## src/rtl/seg7_pkg.sv

```systemverilog
// Shared types and constants for the 7-segment scan controller.
// Optional leading-zero blanking is enabled by defining SEG7_SCAN_LZB_EN.
package seg7_pkg;

    typedef enum logic [1:0] {
        IDLE  = 2'd0,
        BLANK = 2'd1,
        SCAN  = 2'd2
    } scan_state_e;

    // All segments dark (active-low).
    localparam logic [6:0] SEG_OFF = 7'h7F;

endpackage

```

## src/rtl/hex_to_7seg.sv

```systemverilog
// Hex nibble to active-low 7-segment pattern, seg[6]=a .. seg[0]=g.
module hex_to_7seg (
    input  logic [3:0] hex,
    output logic [6:0] seg
);

    always_comb begin
        unique case (hex)
            4'h0: seg = 7'b0000001;
            4'h1: seg = 7'b1001111;
            4'h2: seg = 7'b0010010;
            4'h3: seg = 7'b0000110;
            4'h4: seg = 7'b1001100;
            4'h5: seg = 7'b0100100;
            4'h6: seg = 7'b0100000;
            4'h7: seg = 7'b0001111;
            4'h8: seg = 7'b0000000;
            4'h9: seg = 7'b0000100;
            4'hA: seg = 7'b0001000;
            4'hB: seg = 7'b1100000;
            4'hC: seg = 7'b0110001;
            4'hD: seg = 7'b1000010;
            4'hE: seg = 7'b0110000;
            default: seg = 7'b0111000;
        endcase
    end

endmodule

```

## src/rtl/seg7_scan_ctrl.sv

```systemverilog
// Time-multiplexed scan controller for a common-anode multi-digit 7-segment display.
// Define SEG7_SCAN_LZB_EN to blank leading zeros (digit 0 is always shown).
module seg7_scan_ctrl
    import seg7_pkg::*;
#(
    parameter int NUM_DIGITS = 4,
    parameter int DIGIT_CYC  = 50000,
    parameter int BLANK_CYC  = 500
) (
    input  logic                    clk,
    input  logic                    rst_n,
    input  logic                    en,
    input  logic [4*NUM_DIGITS-1:0] upd_data,
    input  logic                    upd_valid,
    output logic                    upd_ready,
    output logic [6:0]              seg,
    output logic [NUM_DIGITS-1:0]   an,
    output logic                    frame_tick
);

    localparam int VAL_W   = 4 * NUM_DIGITS;
    localparam int MAX_CYC = (DIGIT_CYC > BLANK_CYC) ? DIGIT_CYC : BLANK_CYC;
    localparam int CNT_W   = (MAX_CYC > 1) ? $clog2(MAX_CYC) : 1;
    localparam int IDX_W   = $clog2(NUM_DIGITS);

    localparam logic [CNT_W-1:0] DIG_END = CNT_W'(DIGIT_CYC - 1);
    localparam logic [CNT_W-1:0] BLK_END = CNT_W'(BLANK_CYC - 1);
    localparam logic [IDX_W-1:0] IDX_END = IDX_W'(NUM_DIGITS - 1);

    scan_state_e             state_q, state_d;
    logic [IDX_W-1:0]        idx_q, idx_d;
    logic [CNT_W-1:0]        cnt_q, cnt_d;
    logic [VAL_W-1:0]        disp_q, disp_d;
    logic [VAL_W-1:0]        pend_q, pend_d;
    logic                    pend_full_q, pend_full_d;
    logic                    ready_q, ready_d;
    logic [6:0]              seg_q, seg_d;
    logic [NUM_DIGITS-1:0]   an_q, an_d;
    logic                    frame_tick_q, frame_tick_d;
    logic                    enter_slot0;
    logic                    digit_dark;
    logic [3:0]              nibble;
    logic [6:0]              dec_seg;

    // NOTE: every variable gets a default at the top of the block so no path infers a latch.
    always_comb begin
        state_d     = state_q;
        idx_d       = idx_q;
        cnt_d       = cnt_q;
        disp_d      = disp_q;
        pend_d      = pend_q;
        pend_full_d = pend_full_q;
        enter_slot0 = 1'b0;

        if (upd_valid && !pend_full_q) begin
            pend_d      = upd_data;
            pend_full_d = 1'b1;
        end

        if (!en) begin
            state_d = IDLE;
            idx_d   = '0;
            cnt_d   = '0;
        end else begin
            unique case (state_q)
                IDLE: begin
                    state_d     = BLANK;
                    idx_d       = '0;
                    cnt_d       = '0;
                    enter_slot0 = 1'b1;
                end
                BLANK: begin
                    if (cnt_q == BLK_END) begin
                        state_d = SCAN;
                        cnt_d   = '0;
                    end else begin
                        cnt_d = cnt_q + 1'b1;
                    end
                end
                default: begin
                    if (cnt_q == DIG_END) begin
                        state_d = BLANK;
                        cnt_d   = '0;
                        if (idx_q == IDX_END) begin
                            idx_d       = '0;
                            enter_slot0 = 1'b1;
                        end else begin
                            idx_d = idx_q + 1'b1;
                        end
                    end else begin
                        cnt_d = cnt_q + 1'b1;
                    end
                end
            endcase
        end

        // Pending value reaches the display only at the start of a frame, so a frame never tears.
        if (enter_slot0 && pend_full_q) begin
            disp_d      = pend_q;
            pend_full_d = 1'b0;
        end
        ready_d = !pend_full_d;
    end

    assign nibble = disp_d[4*idx_d +: 4];

    hex_to_7seg u_dec (
        .hex (nibble),
        .seg (dec_seg)
    );

    // Outputs are computed from next-state values so they register on the same edge as state.
    always_comb begin
`ifdef SEG7_SCAN_LZB_EN
        digit_dark = (idx_d != '0) && ((disp_d >> (4 * idx_d)) == '0);
`else
        digit_dark = 1'b0;
`endif
        seg_d        = SEG_OFF;
        an_d         = '1;
        frame_tick_d = (state_d == SCAN) && (idx_d == IDX_END) && (cnt_d == DIG_END);
        if (state_d == SCAN && !digit_dark) begin
            seg_d       = dec_seg;
            an_d[idx_d] = 1'b0;
        end
    end

    // NOTE: sequential state uses non-blocking assignments so every flop samples pre-edge values.
    always_ff @(posedge clk or negedge rst_n) begin
        if (!rst_n) begin
            state_q      <= IDLE;
            idx_q        <= '0;
            cnt_q        <= '0;
            disp_q       <= '0;
            pend_q       <= '0;
            pend_full_q  <= 1'b0;
            ready_q      <= 1'b1;
            seg_q        <= SEG_OFF;
            an_q         <= '1;
            frame_tick_q <= 1'b0;
        end else begin
            state_q      <= state_d;
            idx_q        <= idx_d;
            cnt_q        <= cnt_d;
            disp_q       <= disp_d;
            pend_q       <= pend_d;
            pend_full_q  <= pend_full_d;
            ready_q      <= ready_d;
            seg_q        <= seg_d;
            an_q         <= an_d;
            frame_tick_q <= frame_tick_d;
        end
    end

    assign upd_ready  = ready_q;
    assign seg        = seg_q;
    assign an         = an_q;
    assign frame_tick = frame_tick_q;

endmodule
```

## config.mk

```make
export PLATFORM = sky130hd
export DESIGN_NAME = seg7_scan_ctrl
export DESIGN_NICKNAME = d
export VERILOG_FILES = /design/src/rtl/seg7_pkg.sv /design/src/rtl/hex_to_7seg.sv /design/src/rtl/seg7_scan_ctrl.sv
export SDC_FILE = /design/constraint.sdc
export NUM_CORES = 1
export LEC_CHECK = 0
export BUFFER_PORTS_ARGS = -buffer_cell sky130_fd_sc_hd__clkbuf_2
export CAP_MARGIN = 20
export CORE_ASPECT_RATIO = 2
export CORE_MARGIN = 2
export CORE_UTILIZATION = 40
export DETAILED_ROUTE_END_ITERATION = 10
export HOLD_SLACK_MARGIN = 0.03
export SETUP_SLACK_MARGIN = 0.3
export SYNTH_ARGS = -nofsm -noshare
export SYNTH_HDL_FRONTEND = slang
export SYNTH_SLANG_ARGS = --single-unit
```

## constraint.sdc

```tcl
create_clock -name clk -period 3.84 [get_ports clk]
set_input_delay 0.192 -clock clk [delete_from_list [all_inputs] [get_ports clk]]
set_output_delay 0.192 -clock clk [all_outputs]
set_load 0.01 [all_outputs]
```

==> impl_summary.md <==
Routing
The mean number of vias per cell is 5.41. The count of nets left with antenna violations once routing finished came out at 0. For this run, the detailed router's first-pass iteration total came to 4.

After the first detailed-routing iteration, the DRC count stood at 193. In the routed design, unresolved DRC markers number 0. After detailed routing, the average wire length per cell comes to 16.4 um. The routed design has 7.23 mm of wire. The count of vias placed by the detailed router is 2379.

Die
In this run the horizontal extent of the chip is 68.8 um. The initial core utilization is 40.9%. Measured along the y axis, the die boundary spans 134 um. The total area inside the core boundary comes to 8230 sq um. The site row count is 47.

The floorplan step defined a die boundary enclosing 9200 sq um. The I/O pin total is 33.

Setup path
STA classifies the critical path startpoint as a flip-flop. The endpoint of the most critical register-to-register path is seg[1]$_DFF_PN1_. The kind of capture point of the worst setup path is a flip-flop. The arrival time at the worst endpoint is 3.52 ns. Traced cell by cell, the critical path runs through ha_1 > nand2b_1 > and3_2 > nand2_4 > mux2_1 > nor2b_1 > nor4_4 > ha_1 > nor2b_1 > a21oi_1 > o221ai_1. For this run, the slowest stage of the critical path takes 0.49 ns. Across all register-to-register paths, the minimum setup slack is 0.55 ns. The top fanout value on the critical path is 10. The depth of the worst register-to-register path is 11. The startpoint identified for the worst register-to-register timing path is idx_q[0]$_DFF_PN0_. The number of buffers and inverters on the critical path is 0. The setup path with the least slack is of type flip-flop to flip-flop. The slowest stage of the critical path is the dfrtp_1 cell.

STA puts the critical path data required time at 4.07 ns. The cell family contributing the most delay on the critical path is simple AND/OR/NAND/NOR gates.

Timing
Once routing completed, OpenROAD measured the worst setup slack at about 0.55 ns. The minimum clock period after layout is 3.29 ns. The number of hold violations in the final report is 0. At the pin with the least slew margin, the transition time is 0.917 ns.

The setup skew after layout is 0.00679 ns. Setup violations remaining at the end of the flow were counted as 0. Setup repair after global routing left no endpoint under its margin.

For the final routed database, the setup TNS stands at 0 ns. The count of final max-slew check failures was 0. For this run, the top clock speed supported by timing is 0.304 GHz. The part of the cycle the worst path needs is 85.7%. The worst max-slew margin expressed relative to the limit is 38.8%.

Final layout
The number of fillers in the final layout is 790. In the final layout, the share of cells above drive strength 1 is a little under a third. At the end of the flow, the number of nets in the layout was 365. Relative to the synthesized area, the layout overhead comes to 16.7%. 0 antenna diodes ended up in the layout.

The final standard cell utilization of the core is 47.7%.

Logic synthesis
The share of flip-flops with an asynchronous set or reset is 100%. The fraction of the yosys area taken by sequential cells is 49.6%. Yosys printed 0 warnings. The mapped netlist covers about 3400 sq um. After synthesis, the mean cell area works out to 11.2 sq um. The post-synth net total is 328. The netlist uses 63 different library cells. The commonest register cell after synthesis is dfrtp_1. The gate count of the mapped netlist is 300. Counting flops and latches in the post-synthesis netlist gives 66.

Yosys mapped a number of flops with a built-in enable equal to 0.

Clock network
The clock transition at the registers of the reported paths is around 0.05 ns. The later pin in the worst-skew pair is clocked with a latency of between 0.3 and 0.4 ns. TritonCTS built the clock tree.

The number of buffers created by CTS is 9. The maximum root-to-sink buffer count is 2. The number of sinks handled by clock tree synthesis is 66. The cell at the root of the clock tree is clkbuf_16. The total number of H-tree levels is 3.

Min path
The worst hold path class is input pin to flip-flop. The worst hold path cell count is 2. For hold timing, the worst endpoint is pend_q[3]$_DFFE_PN0P_.

The startpoint of the lowest-slack hold path is upd_data[3].

Run status
The run finished with clean final reports.

Power and ir drop
Of the total power, the share spent switching nets is 26.2%. The combinational share of power is between 20% and 30%. Cell internal power was estimated by the tool at 1.57 mW.

The power per cell area is 541 nW/um^2. Across the VDD grid, the largest voltage drop is 0.302 mV. The clock network fraction of design power is about two fifths. The leakage power summed over all cells is 1.72 nW. The total power after layout is 2.12 mW. The sequential cell fraction of total power is roughly two fifths. Summed over all nets, the switching power comes to around 0.56 mW.

Global route
The total routing resource utilization after global routing is 18.1%. The pin count of the biggest net entering global routing is 44. The via count of the first global-routing pass came to 2446. The number of antenna violations at the first check in global routing is 0.

The first global-routing pass estimated roughly 12 mm of wire. The total overflow left after global routing is 0.

Place
Buffers placed on the I/O ports in this run total 32. The pre-CTS setup slack is 0.493 ns. The post-detailed-placement half-perimeter wirelength is 5.58 mm. The congestion estimate from routability-driven global placement came to between 0.8 and 0.9.

Job
The max-cap violation count is 0.
-- power by group through the flow --
stage	combinational, mW	sequential (mW)	clock (mW)
finish	0.442	0.867	0.815
detailed placement	0.440	0.877	0
global route	0.491	0.881	0.864
CTS	0.445	0.866	0.836
global placement	0.436	0.872	0
floorplan	0.350	0.860	0
-- cell families (layout without fill, tap and decap cells) --
group / count (synthesis) / count (layout) / synth area share [%]
and+or+nand+nor: 112 / 112 / 19.9
DFF: 66 / 66 / 49.6
AOI/OAI and AO/OA: 49 / 49 / 10.6
muxes: 28 / 28 / 9.56
buffers and inverters: 21 / 63 / 3.20
xor gates and xnor gates: 16 / 16 / 4.17
adders and majority gates: 8 / 8 / 2.98
-- layer usage --
metal  part of all wire, %  vias up  GRT usage (%)
met5                     0        -              0
met4                   2.1        0           7.19
met3                   3.2       10           4.65
met2                    59       47           32.4
met1                    36     1181           19.3
li1                      -     1141              -
-- cell usage after synthesis, types with 6 or more instances --
| cell type | number | share of area (%) |
|---|---|---|
| mux2_2 | 19 | 6.4 |
| dfstp_2 | 12 | 9.4 |
| nor2_1 | 28 | 3.1 |
| o21ai_1 | 6 | 0.89 |
| xnor2_1 | 9 | 2.3 |
| nand2_1 | 16 | 1.8 |
| nand3_1 | 20 | 3.0 |
| a21oi_1 | 12 | 1.8 |
| inv_1 | 9 | 1.0 |
| and3_1 | 8 | 1.5 |
| o21ai_0 | 6 | 0.89 |
| xor2_1 | 7 | 1.8 |
| dfrtp_1 | 54 | 40 |
| ha_1 | 8 | 3.0 |
-- cell type report --
type                            instances  area (sq um)  area share, %
Clock buffer                           14           264           6.73
Timing Repair Buffer                   38           208           5.29
Clock inverter                          2          35.0          0.893
Multi-Input combinational cell        213          1590           40.6
Sequential cell                        66          1670           42.5
Tap cell                               98           123           3.13
Inverter                                9          33.8          0.861
-- cells in the final DEF (no fill, tap or decap), types with 3 or more instances in the layout --
master,netlist,layout
o22ai_1,3,3
nor2b_1,4,4
a21oi_1,12,12
dfrtp_1,54,54
nor2_1,28,28
and2_1,3,3
mux2i_1,4,3
o21ai_0,6,6
mux2_4,3,3
and3_1,8,7
o21ai_1,6,6
clkbuf_1,5,3
xnor2_1,9,9
mux2_2,19,19
inv_1,9,9
o221ai_1,4,4
ha_1,8,8
xor2_1,7,7
dfstp_2,12,12
clkbuf_16,0,9
clkbuf_2,0,31
buf_4,1,5
nand2_1,16,16
nand2b_1,5,5
nand3_1,20,20
-- repair_timing --
action	CTS	global route
hold buffers	1	0
endpoints found under the setup margin	0	3
endpoints found under the hold margin	2	0
resized for setup	0	2
setup buffers	0	0
-- flip-flops by register name, summed over array words and instances (netlist names) --
register,count
upd_ready,1
seg,7
state_q,2
an,4
pend_full_q,1
disp_q,16
idx_q,2
frame_tick,1
pend_q,16
cnt_q,16
-- per-stage QoR --
step / hold slack [ns] / std cells / instance area [sq um]
after floorplan: -0.104 / 300 / 3360
after CTS: 0.0814 / 440 / 3920
after global placement: 0.386 / 423 / 3610
final: 0.0902 / 440 / 3920
after detailed placement: 0.382 / 423 / 3610
after global routing: 0.0827 / 440 / 3920
-- how the worst max path moves through the flow --
stage	slack, ns	from	cells past startpoint	end
final	0.55	idx_q[0]$_DFF_PN0_	11	seg[1]$_DFF_PN1_
after global routing	0.30	cnt_q[0]$_DFF_PN0_	11	seg[1]$_DFF_PN1_
after CTS	0.46	idx_q[0]$_DFF_PN0_	13	seg[3]$_DFF_PN1_
after detailed placement	0.49	idx_q[0]$_DFF_PN0_	13	seg[3]$_DFF_PN1_
after global placement	0.50	idx_q[0]$_DFF_PN0_	13	seg[3]$_DFF_PN1_
after floorplan	1.01	cnt_q[0]$_DFF_PN0_	14	seg[3]$_DFF_PN1_
Power figures use the tool's default switching activity.
